===== config.mk =====
export PLATFORM = sky130hd
export DESIGN_NAME = bus_arbiter_rr8_flat
export DESIGN_NICKNAME = d
export VERILOG_FILES = /design/src/rtl/bus_arbiter_rr8_if.sv /design/src/rtl/bus_arbiter_rr8.sv /design/src/flat_wrapper.sv
export SDC_FILE = /design/constraint.sdc
export NUM_CORES = 1
export LEC_CHECK = 0
export CORE_ASPECT_RATIO = 2
export CORE_MARGIN = 2
export CORE_UTILIZATION = 45
export CTS_CLUSTER_SIZE = 14
export DETAILED_ROUTE_END_ITERATION = 10
export DONT_BUFFER_PORTS = 1
export PLACE_DENSITY = 0.73
export RECOVER_POWER = 50
export SLEW_MARGIN = 15
export SYNTH_ARGS = -nofsm -noshare
export SYNTH_HDL_FRONTEND = slang
export SYNTH_SLANG_ARGS = --single-unit

===== constraint.sdc =====
create_clock -name Clk -period 3.35 [get_ports Clk]
set_clock_uncertainty 0.2 [all_clocks]
set_input_delay 0.5025 -clock Clk [delete_from_list [all_inputs] [get_ports Clk]]
set_output_delay 0.5025 -clock Clk [all_outputs]
set_load 0.1 [all_outputs]

===== src/rtl/bus_arbiter_rr8_if.sv =====
// Bus-side signal bundle for bus_arbiter_rr8.
//   Req[7:0]     per-master request (Req[i] selects Mux8to1 input In(i+1))
//   Grant[7:0]   one-hot registered grant, zero when the bus is unowned
//   Sel[2:0]     encoded owner index feeding Mux8to1.Sel
//   BusValid     high while a master owns the bus
//   HoldExpired  one-cycle pulse when ownership is revoked by the hold limit
// Modports: master = requesters' view, slave = arbiter's view.
interface bus_arbiter_rr8_if;
  logic [7:0] Req;
  logic [7:0] Grant;
  logic [2:0] Sel;
  logic       BusValid;
  logic       HoldExpired;

  modport master (output Req, input Grant, Sel, BusValid, HoldExpired);
  modport slave  (input Req, output Grant, Sel, BusValid, HoldExpired);
endinterface


===== src/rtl/bus_arbiter_rr8.sv =====
// Round-robin arbiter for the 8-master bus ahead of the SDRAM controller.
// Grants one requester at a time and drives the 3-bit select of the
// downstream 8:1 data mux. All outputs are registered.
// Ports:
//   Clk    rising-edge clock
//   Reset  synchronous, active-high
//   bus    bus_arbiter_rr8_if.slave (Req in; Grant, Sel, BusValid,
//          HoldExpired out)
// Parameters:
//   MAX_HOLD    max cycles of Grant high per ownership (2..255), only
//               meaningful with ARB_TIMEOUT_EN
//   TURNAROUND  idle TURN cycles between owners (1..7)
// Build option:
//   ARB_TIMEOUT_EN  when defined, ownership is revoked after MAX_HOLD cycles
//                   and HoldExpired pulses; otherwise HoldExpired is tied 0.
module bus_arbiter_rr8 #(
  parameter int unsigned MAX_HOLD   = 16,
  parameter int unsigned TURNAROUND = 1
) (
  input logic             Clk,
  input logic             Reset,
  bus_arbiter_rr8_if.slave bus
);

  if (MAX_HOLD < 2 || MAX_HOLD > 255) begin : g_bad_max_hold
    $error("bus_arbiter_rr8: MAX_HOLD out of range 2..255");
  end
  if (TURNAROUND < 1 || TURNAROUND > 7) begin : g_bad_turnaround
    $error("bus_arbiter_rr8: TURNAROUND out of range 1..7");
  end

  typedef enum logic [1:0] {
    IDLE = 2'd0,
    OWN  = 2'd1,
    TURN = 2'd2
  } state_t;

  state_t     state, state_nx;
  logic [7:0] grant, grant_nx;
  logic [2:0] sel, sel_nx;
  logic [2:0] last, last_nx;
  logic [2:0] turn_cnt, turn_cnt_nx;
  logic [2:0] winner;
  logic       winner_ok;
  logic [2:0] idx;
  logic       limit_hit;

`ifdef ARB_TIMEOUT_EN
  logic [7:0] hold_cnt, hold_cnt_nx;
  logic       hold_exp, hold_exp_nx;

  assign limit_hit = (hold_cnt == 8'(MAX_HOLD - 1));
`else
  assign limit_hit = 1'b0;
`endif

  // Rotating priority: search starts just after the last owner, so a master
  // that just released is considered only after every other requester.
  always_comb begin
    winner    = '0;
    winner_ok = 1'b0;
    idx       = '0;
    for (int unsigned k = 1; k <= 8; k++) begin
      idx = 3'(last + 3'(k));
      if (!winner_ok && bus.Req[idx]) begin
        winner    = idx;
        winner_ok = 1'b1;
      end
    end
  end

  always_comb begin
    state_nx    = state;
    grant_nx    = grant;
    sel_nx      = sel;
    last_nx     = last;
    turn_cnt_nx = turn_cnt;
`ifdef ARB_TIMEOUT_EN
    hold_cnt_nx = hold_cnt;
    hold_exp_nx = 1'b0;
`endif
    case (state)
      IDLE: begin
        if (winner_ok) begin
          grant_nx = 8'b1 << winner;
          sel_nx   = winner;
          state_nx = OWN;
`ifdef ARB_TIMEOUT_EN
          hold_cnt_nx = '0;
`endif
        end
      end
      OWN: begin
`ifdef ARB_TIMEOUT_EN
        if (hold_cnt != '1) hold_cnt_nx = hold_cnt + 8'd1;
`endif
        // Sel is left on the old owner so the mux output stays stable.
        if (!bus.Req[sel] || limit_hit) begin
          grant_nx    = '0;
          last_nx     = sel;
          turn_cnt_nx = '0;
          state_nx    = TURN;
`ifdef ARB_TIMEOUT_EN
          // A voluntary drop coinciding with the limit is a normal release.
          hold_exp_nx = bus.Req[sel];
`endif
        end
      end
      TURN: begin
        if (turn_cnt == 3'(TURNAROUND - 1)) state_nx = IDLE;
        else                                turn_cnt_nx = turn_cnt + 3'd1;
      end
      default: state_nx = IDLE;
    endcase
  end

  always_ff @(posedge Clk) begin
    if (Reset) begin
      state    <= IDLE;
      grant    <= '0;
      sel      <= '0;
      last     <= 3'd7;
      turn_cnt <= '0;
`ifdef ARB_TIMEOUT_EN
      hold_cnt <= '0;
      hold_exp <= 1'b0;
`endif
    end else begin
      state    <= state_nx;
      grant    <= grant_nx;
      sel      <= sel_nx;
      last     <= last_nx;
      turn_cnt <= turn_cnt_nx;
`ifdef ARB_TIMEOUT_EN
      hold_cnt <= hold_cnt_nx;
      hold_exp <= hold_exp_nx;
`endif
    end
  end

  assign bus.Grant    = grant;
  assign bus.Sel      = sel;
  assign bus.BusValid = |grant;
`ifdef ARB_TIMEOUT_EN
  assign bus.HoldExpired = hold_exp;
`else
  assign bus.HoldExpired = 1'b0;
`endif

endmodule


===== src/flat_wrapper.sv =====
// flat-port wrapper written by rule: the top's interface ports become plain ports
module bus_arbiter_rr8_flat 
#(
  parameter int unsigned MAX_HOLD   = 16,
  parameter int unsigned TURNAROUND = 1
)
  (Clk, Reset, bus_Req, bus_Grant, bus_Sel, bus_BusValid, bus_HoldExpired);
  bus_arbiter_rr8_if bus_i ();
  input logic Clk;
  input logic Reset;
  input wire logic [$bits(bus_i.Req)-1:0] bus_Req;
  output wire logic [$bits(bus_i.Grant)-1:0] bus_Grant;
  output wire logic [$bits(bus_i.Sel)-1:0] bus_Sel;
  output wire logic [$bits(bus_i.BusValid)-1:0] bus_BusValid;
  output wire logic [$bits(bus_i.HoldExpired)-1:0] bus_HoldExpired;
  assign bus_i.Req = bus_Req;
  assign bus_Grant = bus_i.Grant;
  assign bus_Sel = bus_i.Sel;
  assign bus_BusValid = bus_i.BusValid;
  assign bus_HoldExpired = bus_i.HoldExpired;
  bus_arbiter_rr8 #(.MAX_HOLD(MAX_HOLD), .TURNAROUND(TURNAROUND)) u_core (.Clk(Clk), .Reset(Reset), .bus(bus_i));
endmodule

==> flow_summary.yaml, run 1 <==
run_status:
  status: "completed"
setup_path:
  crit_family: "compound AO/OA/AOI/OAI gates"
  crit_fanout: 7
  r2r_slack_ps: 230
  r2r_start: "u_core.last[0]$_SDFFE_PP1P_"
  crit_top_cell: "a21oi_1"
  crit_chain: "clkinv_2 > ha_1 > mux4_2 > mux2i_4 > a21oi_1 > a21oi_1 > nor3b_1 > o32a_2 > nor3_1 > a32o_1"
  end_kind: "flop"
  crit_slowest_cell: "mux4_2"
  critPathKind: "flop to flop"
  crit_buf_inv: 1
  reg2reg_depth: 10
  r2r_end: "u_core.bus.Grant[1]$_SDFFE_PP0P_"
  slowest_delay_ps: 470
  required_ps: 3350
  cp.arrival_ps: 3110
  cp-start-kind: "flop"
floorplan:
  initial_utilization_pct: 46.4
  num_rows: 32
  core_area_um2: 3840
  die_x_um: 48.5
  pin_count: 23
  die_h_um: 93.0
  dieArea_um2: 4510
hold_path:
  min_path_cells: 1
  hold_end: "u_core.turn_cnt[1]$_SDFFE_PP0P_"
  hp-start: "Reset"
  hp-class: "input port to flop"
synth:
  ys_ff_latch: 19
  ys_types: 60
  avgSynthCellArea_um2: 9.53
  synth_ff_type: "dfxtp_1"
  syn_nets: 201
  syn_area_um2: 1780
  yosysWarnings: 0
  syn_inst: 187
  async_flop_share_pct: 0
  yosysSeqAreaShare_pct: 21.3
  synth-edff-count: 0
sta:
  min_period_ps: 3120
  rsz0062_at_grt: "no"
  relSlewSlack_pct: 12.1
  period_share_pct: 93.0
  setup_viol: 0
  hold_viol: 0
  slew_violations: 0
  holdWs_ps: 105
  tns_ps: 0
  max_freq_mhz: 321
  tightest_slew_ps: 1320
global_route:
  gr-total-overflow: 0
  antenna_found_initial: 0
  grt_pass1_wl_um: 7380
  grt_usage_pct: 21.0
  grt_pass1_vias: 1517
  grt_max_degree: 17
layout:
  final_layout_size_suffix_gt1_share_pct: 24.0
  mostFrequentLayoutCell: "dfxtp_1"
  design_area_um2: 1940
  n_antenna_cell: 0
  regArea_um2: 380
  layout_common_cells: "19 x dfxtp_1, 18 x nor2_1, 17 x nand2_1, 14 x mux2i_1, 11 x clkbuf_1"
  final_cells: 251
  multi_input_comb_area_um2: 1320
  area_growth_pct: 9.06
  fill_cells: 392
  fin_nets: 215
routing:
  vias: 1564
  detail-route-antenna-nets: 0
  routed_wl_um: 4500
  viasPerCell: 6.23
  first_pass_iters: 4
  drc: 0
  drtIter0Drc: 38
  wl_per_cell_um: 17.9
clock_network:
  insertion_delay_ps: 260
  cts_setup_buffers: 0
  cts.reportedPaths.clkPinSlew_ps: 70
  numCtsBuffers: 3
  h-tree-depth: 1
  cts_tree: "built"
  cts.sinks: 19
  hold_buffers: 0
  cts_buffer_depth: 2
  clockRootBuffer: "clkbuf_8"
place:
  portBuffers: 0
  place_inst: 247
  hpwl_um: 3600
  place_area_um2: 1940
  gp_congestion: 0.915
run:
  drv_cap: 0
[cells by family after synthesis]
logic type      share of synthesized area (%)
simple gates                             20.9
buf+inv                                  4.71
compound gates                           20.9
fa+ha+maj                                2.81
xor+xnor                                 2.81
other cells                             0.210
mux                                      26.3
flops                                    21.3
[synth_stat cells, types with 2 or more instances]
cell,number,share of area [%]
ha_1,4,2.8
a31oi_1,2,0.70
nor3b_1,3,1.3
o21ai_0,3,0.84
mux2i_4,2,2.5
a22o_1,2,0.98
dfxtp_1,19,21
a21oi_1,8,2.2
mux2_2,4,2.5
a211o_1,2,0.98
buf_2,4,1.1
mux2i_1,14,7.9
nor4_1,2,0.70
nand3b_1,2,0.84
nand3_1,6,1.7
o2111ai_1,3,1.5
clkbuf_1,2,0.42
mux4_2,10,13
a32o_1,4,2.2
a211oi_1,4,1.7
nand2_1,17,3.6
inv_1,7,1.5
nand2b_1,5,1.8
o221ai_2,2,1.7
nor2_1,18,3.8
buf_1,2,0.42
nor3_1,3,0.84
[cell type report]
class	count	share of cell area, %
Timing Repair Buffer	19	5.28
Clock buffer	4	2.32
Sequential cell	19	19.6
Inverter	8	1.61
Tap cell	51	3.28
Multi-Input combinational cell	150	67.9
[through the flow]
step / setup slack [ps] / util (%)
2_1_floorplan: 45.5 / -
3_3_place_gp: 285 / 50.4
3_5_place_dp: 251 / 50.4
4_1_cts: 243 / 51.5
5_1_grt: 1.84 / 50.6
6_report: 235 / 50.6
[worst max path at each step]
stage | from | endpoint | slack, ps | depth (start not counted)
5_1_grt | u_core.last[0]$_SDFFE_PP1P_ | u_core.bus.Grant[7]$_SDFFE_PP0P_ | 2 | 10
3_3_place_gp | u_core.last[0]$_SDFFE_PP1P_ | u_core.bus.Grant[3]$_SDFFE_PP0P_ | 290 | 10
4_1_cts | u_core.last[0]$_SDFFE_PP1P_ | u_core.bus.Grant[3]$_SDFFE_PP0P_ | 240 | 10
6_report | u_core.last[0]$_SDFFE_PP1P_ | u_core.bus.Grant[1]$_SDFFE_PP0P_ | 230 | 10
3_5_place_dp | u_core.last[0]$_SDFFE_PP1P_ | u_core.bus.Grant[3]$_SDFFE_PP0P_ | 250 | 10
2_1_floorplan | u_core.last[0]$_SDFFE_PP1P_ | u_core.bus.Grant[3]$_SDFFE_PP0P_ | 50 | 13
[state kept, by name (all words and copies together), names as in the netlist]
register / count
u_core.bus.Grant: 8
u_core.bus.Sel: 3
u_core.last: 3
u_core.turn_cnt: 3
u_core.state: 2
[routing by layer]
metal	vias up	wire length (um)	global-route usage, %	share of wire, %
li1	738	-	-	-
met1	776	1570	20.6	35
met2	33	2610	40.6	58
met3	17	74	2.24	1.6
met4	0	241	13.6	5.4
met5	-	0	0	0
[what timing repair did]
action	in CTS	in global routing
setup endpoints to repair	0	2
hold endpoints to repair	0	0
gates resized for setup	0	1
Power of run 1 is not shown: default switching activity piles up to over one toggle a cycle in this logic, so the estimate is an artifact.
==> run 2, diff against run 1 <==
--- a/config.mk
+++ b/config.mk
@@ -5,13 +5,13 @@
 export SDC_FILE = /design/constraint.sdc
 export NUM_CORES = 1
 export LEC_CHECK = 0
+export ABC_AREA = 1
 export CORE_ASPECT_RATIO = 2
 export CORE_MARGIN = 2
 export CORE_UTILIZATION = 45
 export CTS_CLUSTER_SIZE = 14
 export DETAILED_ROUTE_END_ITERATION = 10
 export DONT_BUFFER_PORTS = 1
-export PLACE_DENSITY = 0.73
 export RECOVER_POWER = 50
 export SLEW_MARGIN = 15
 export SYNTH_ARGS = -nofsm -noshare
==> run 2 against run 1 <==
Effect of this change: via count increased by 10%; clock-buffer cell count decreased by 1; largest cell class unchanged; first-iteration DRC count increased by 26%; sequential share of layout area increased by 2.4 points; critical path depth increased by 5; hold slack got worse by 6.7 ps; core utilization increased by 0.14 points; area after synthesis decreased by 10%.
==> flow_summary.yaml, run 2 <==
synth:
  synth_top_area_share_pct: 23.8
  synth_top_area_cell: "dfxtp_1"
  syn_inst: 263
  synth_ff_type: "dfxtp_1"
  yosysWarnings: 0
  ys_ff_latch: 19
  synthTopCellsByArea: "dfxtp_1 24%, nand2_1 17%, nand3_1 13%, nor2_1 7.3%, inv_1 6.6%"
  synth_most_common_cell: "nand2_1"
  syn_nets: 277
  synth-edff-count: 0
  yosysSeqAreaShare_pct: 23.8
  syn_area_um2: 1600
  ys_types: 35
  avgSynthCellArea_um2: 6.08
  netlist_top_cells_count: "71 x nand2_1, 42 x nand3_1, 31 x nor2_1"
  async_flop_share_pct: 0
routing:
  first_pass_iters: 4
  vias: 1726
  detail-route-antenna-nets: 0
  wl_per_cell_um: 13.8
  drc: 0
  viasPerCell: 5.33
  routed_wl_um: 4490
  drtIter0Drc: 48
floorplan:
  initial_utilization_pct: 46.8
  dieArea_um2: 4080
  num_rows: 30
  die_h_um: 88.3
  die_x_um: 46.2
  core_area_um2: 3420
  pin_count: 23
global_route:
  antenna_found_initial: 0
  gr-total-overflow: 0
  grt_pass1_wl_um: 7850
  grt_max_degree: 14
  grt_pass1_vias: 1806
  grt_usage_pct: 25.8
clock_network:
  cts_buffer_depth: 2
  cts_tree: "built"
  insertion_delay_ps: 260
  cts_setup_buffers: 0
  numCtsBuffers: 3
  cts.sinks: 19
  postCtsResizedCells: 0
  hold_buffers: 0
  h-tree-depth: 1
  cts.reportedPaths.clkPinSlew_ps: 70
  clockRootBuffer: "clkbuf_8"
setup_path:
  crit_fanout: 11
  end_kind: "flop"
  cp.arrival_ps: 2830
  cp-start-kind: "flop"
  required_ps: 3350
  critPathKind: "flop to flop"
  r2r_slack_ps: 520
sta:
  hold_viol: 0
  tns_ps: 0
  setup_viol: 0
  min_period_ps: 2830
  tightest_slew_ps: 1250
  period_share_pct: 84.4
  max_freq_mhz: 354
  relSlewSlack_pct: 16.4
  slew_violations: 0
  rsz0062_at_grt: "no"
layout:
  layout_common_cells: "71 x nand2_1, 42 x nand3_1, 31 x nor2_1, 28 x inv_1, 19 x dfxtp_1"
  fin_nets: 291
  area_growth_pct: 8.21
  largest_register_ffs: 8
  n_antenna_cell: 0
  final_layout_size_suffix_gt1_share_pct: 9.78
  mostFrequentLayoutCell: "nand2_1"
hold_path:
  hp-class: "input port to flop"
place:
  portBuffers: 0
  gp_congestion: 0.889
  hpwl_um: 3690
run:
  drv_cap: 0
run_status:
  status: "completed"
-- run 2: cell count changes in the layout (fill, tap and decap cells not counted), sizes merged, moves of 10 or more --
| cell | delta |
|---|---|
| nand3 | +37 |
| nor2 | +18 |
| nand2 | +59 |
| mux4 | -10 |
| mux2i | -17 |
| inv | +23 |
-- run 2: cell type report --
cell class	instances	area (um2)
repair buffers	17	86.3
clock inverters	1	5.00
multi-input cells	206	1050
fillers	383	1680
clock buffers	3	41.3
inverters	30	113
flip-flops and latches	19	380
well taps	48	60.1
-- run 2: path summary, 6_finish.rpt --
path	startpoint	end	cells after the start
worst max register to register	u_core.last[1]$_SDFFE_PP1P_	u_core.bus.Grant[6]$_SDFFE_PP0P_	15
worst min-delay path	Reset	u_core.bus.Grant[0]$_SDFFE_PP0P_	1
worst max-delay path	u_core.last[1]$_SDFFE_PP1P_	u_core.bus.Grant[6]$_SDFFE_PP0P_	15
worst min register to register	u_core.turn_cnt[2]$_SDFFE_PP0P_	u_core.turn_cnt[2]$_SDFFE_PP0P_	1
-- run 2: per-layer routing --
metal	up-vias	global-route usage, %	share of wire (%)
li1	886	-	-
met1	791	23.9	36
met2	38	51.9	58
met3	11	3.06	3.7
met4	0	9.61	2.6
met5	-	0	0
-- run 2: logic make-up after synthesis --
family                   share of synthesized area (%)
AO/OA/AOI/OAI                                     11.1
XOR/XNOR                                          2.82
adder cells (fa/ha/maj)                           3.13
buffers and inverters                             10.9
flip-flops                                        23.8
other                                            0.234
AND/OR/NAND/NOR                                   48.1
-- run 2: critical path, stage by stage (launching register included) --
cell	delay (ps)
dfxtp_1	330
inv_1	100
ha_1	460
inv_1	160
nand3_1	120
nand2_1	100
o21ai_1	340
inv_1	150
nand3b_1	110
nand2_1	50
buf_4	170
inv_1	120
nand2_1	90
nor2_1	130
nor2_1	50
nor2_1	80
-- run 2: per-stage QoR --
step | instance area, um2 | hold WS [ps] | cells | setup slack, ps | util, %
6_report | 1730 | 98.6 | 324 | 522 | 50.7
5_1_grt | 1730 | 92.0 | 324 | 186 | 50.7
4_1_cts | 1770 | 98.2 | 324 | 550 | 51.9
3_5_place_dp | 1730 | 237 | 320 | 573 | 50.5
3_3_place_gp | 1730 | 224 | 320 | 624 | 50.5
2_1_floorplan | 1600 | 212 | 263 | 797 | -
Power of run 2 is left out for the same reason.
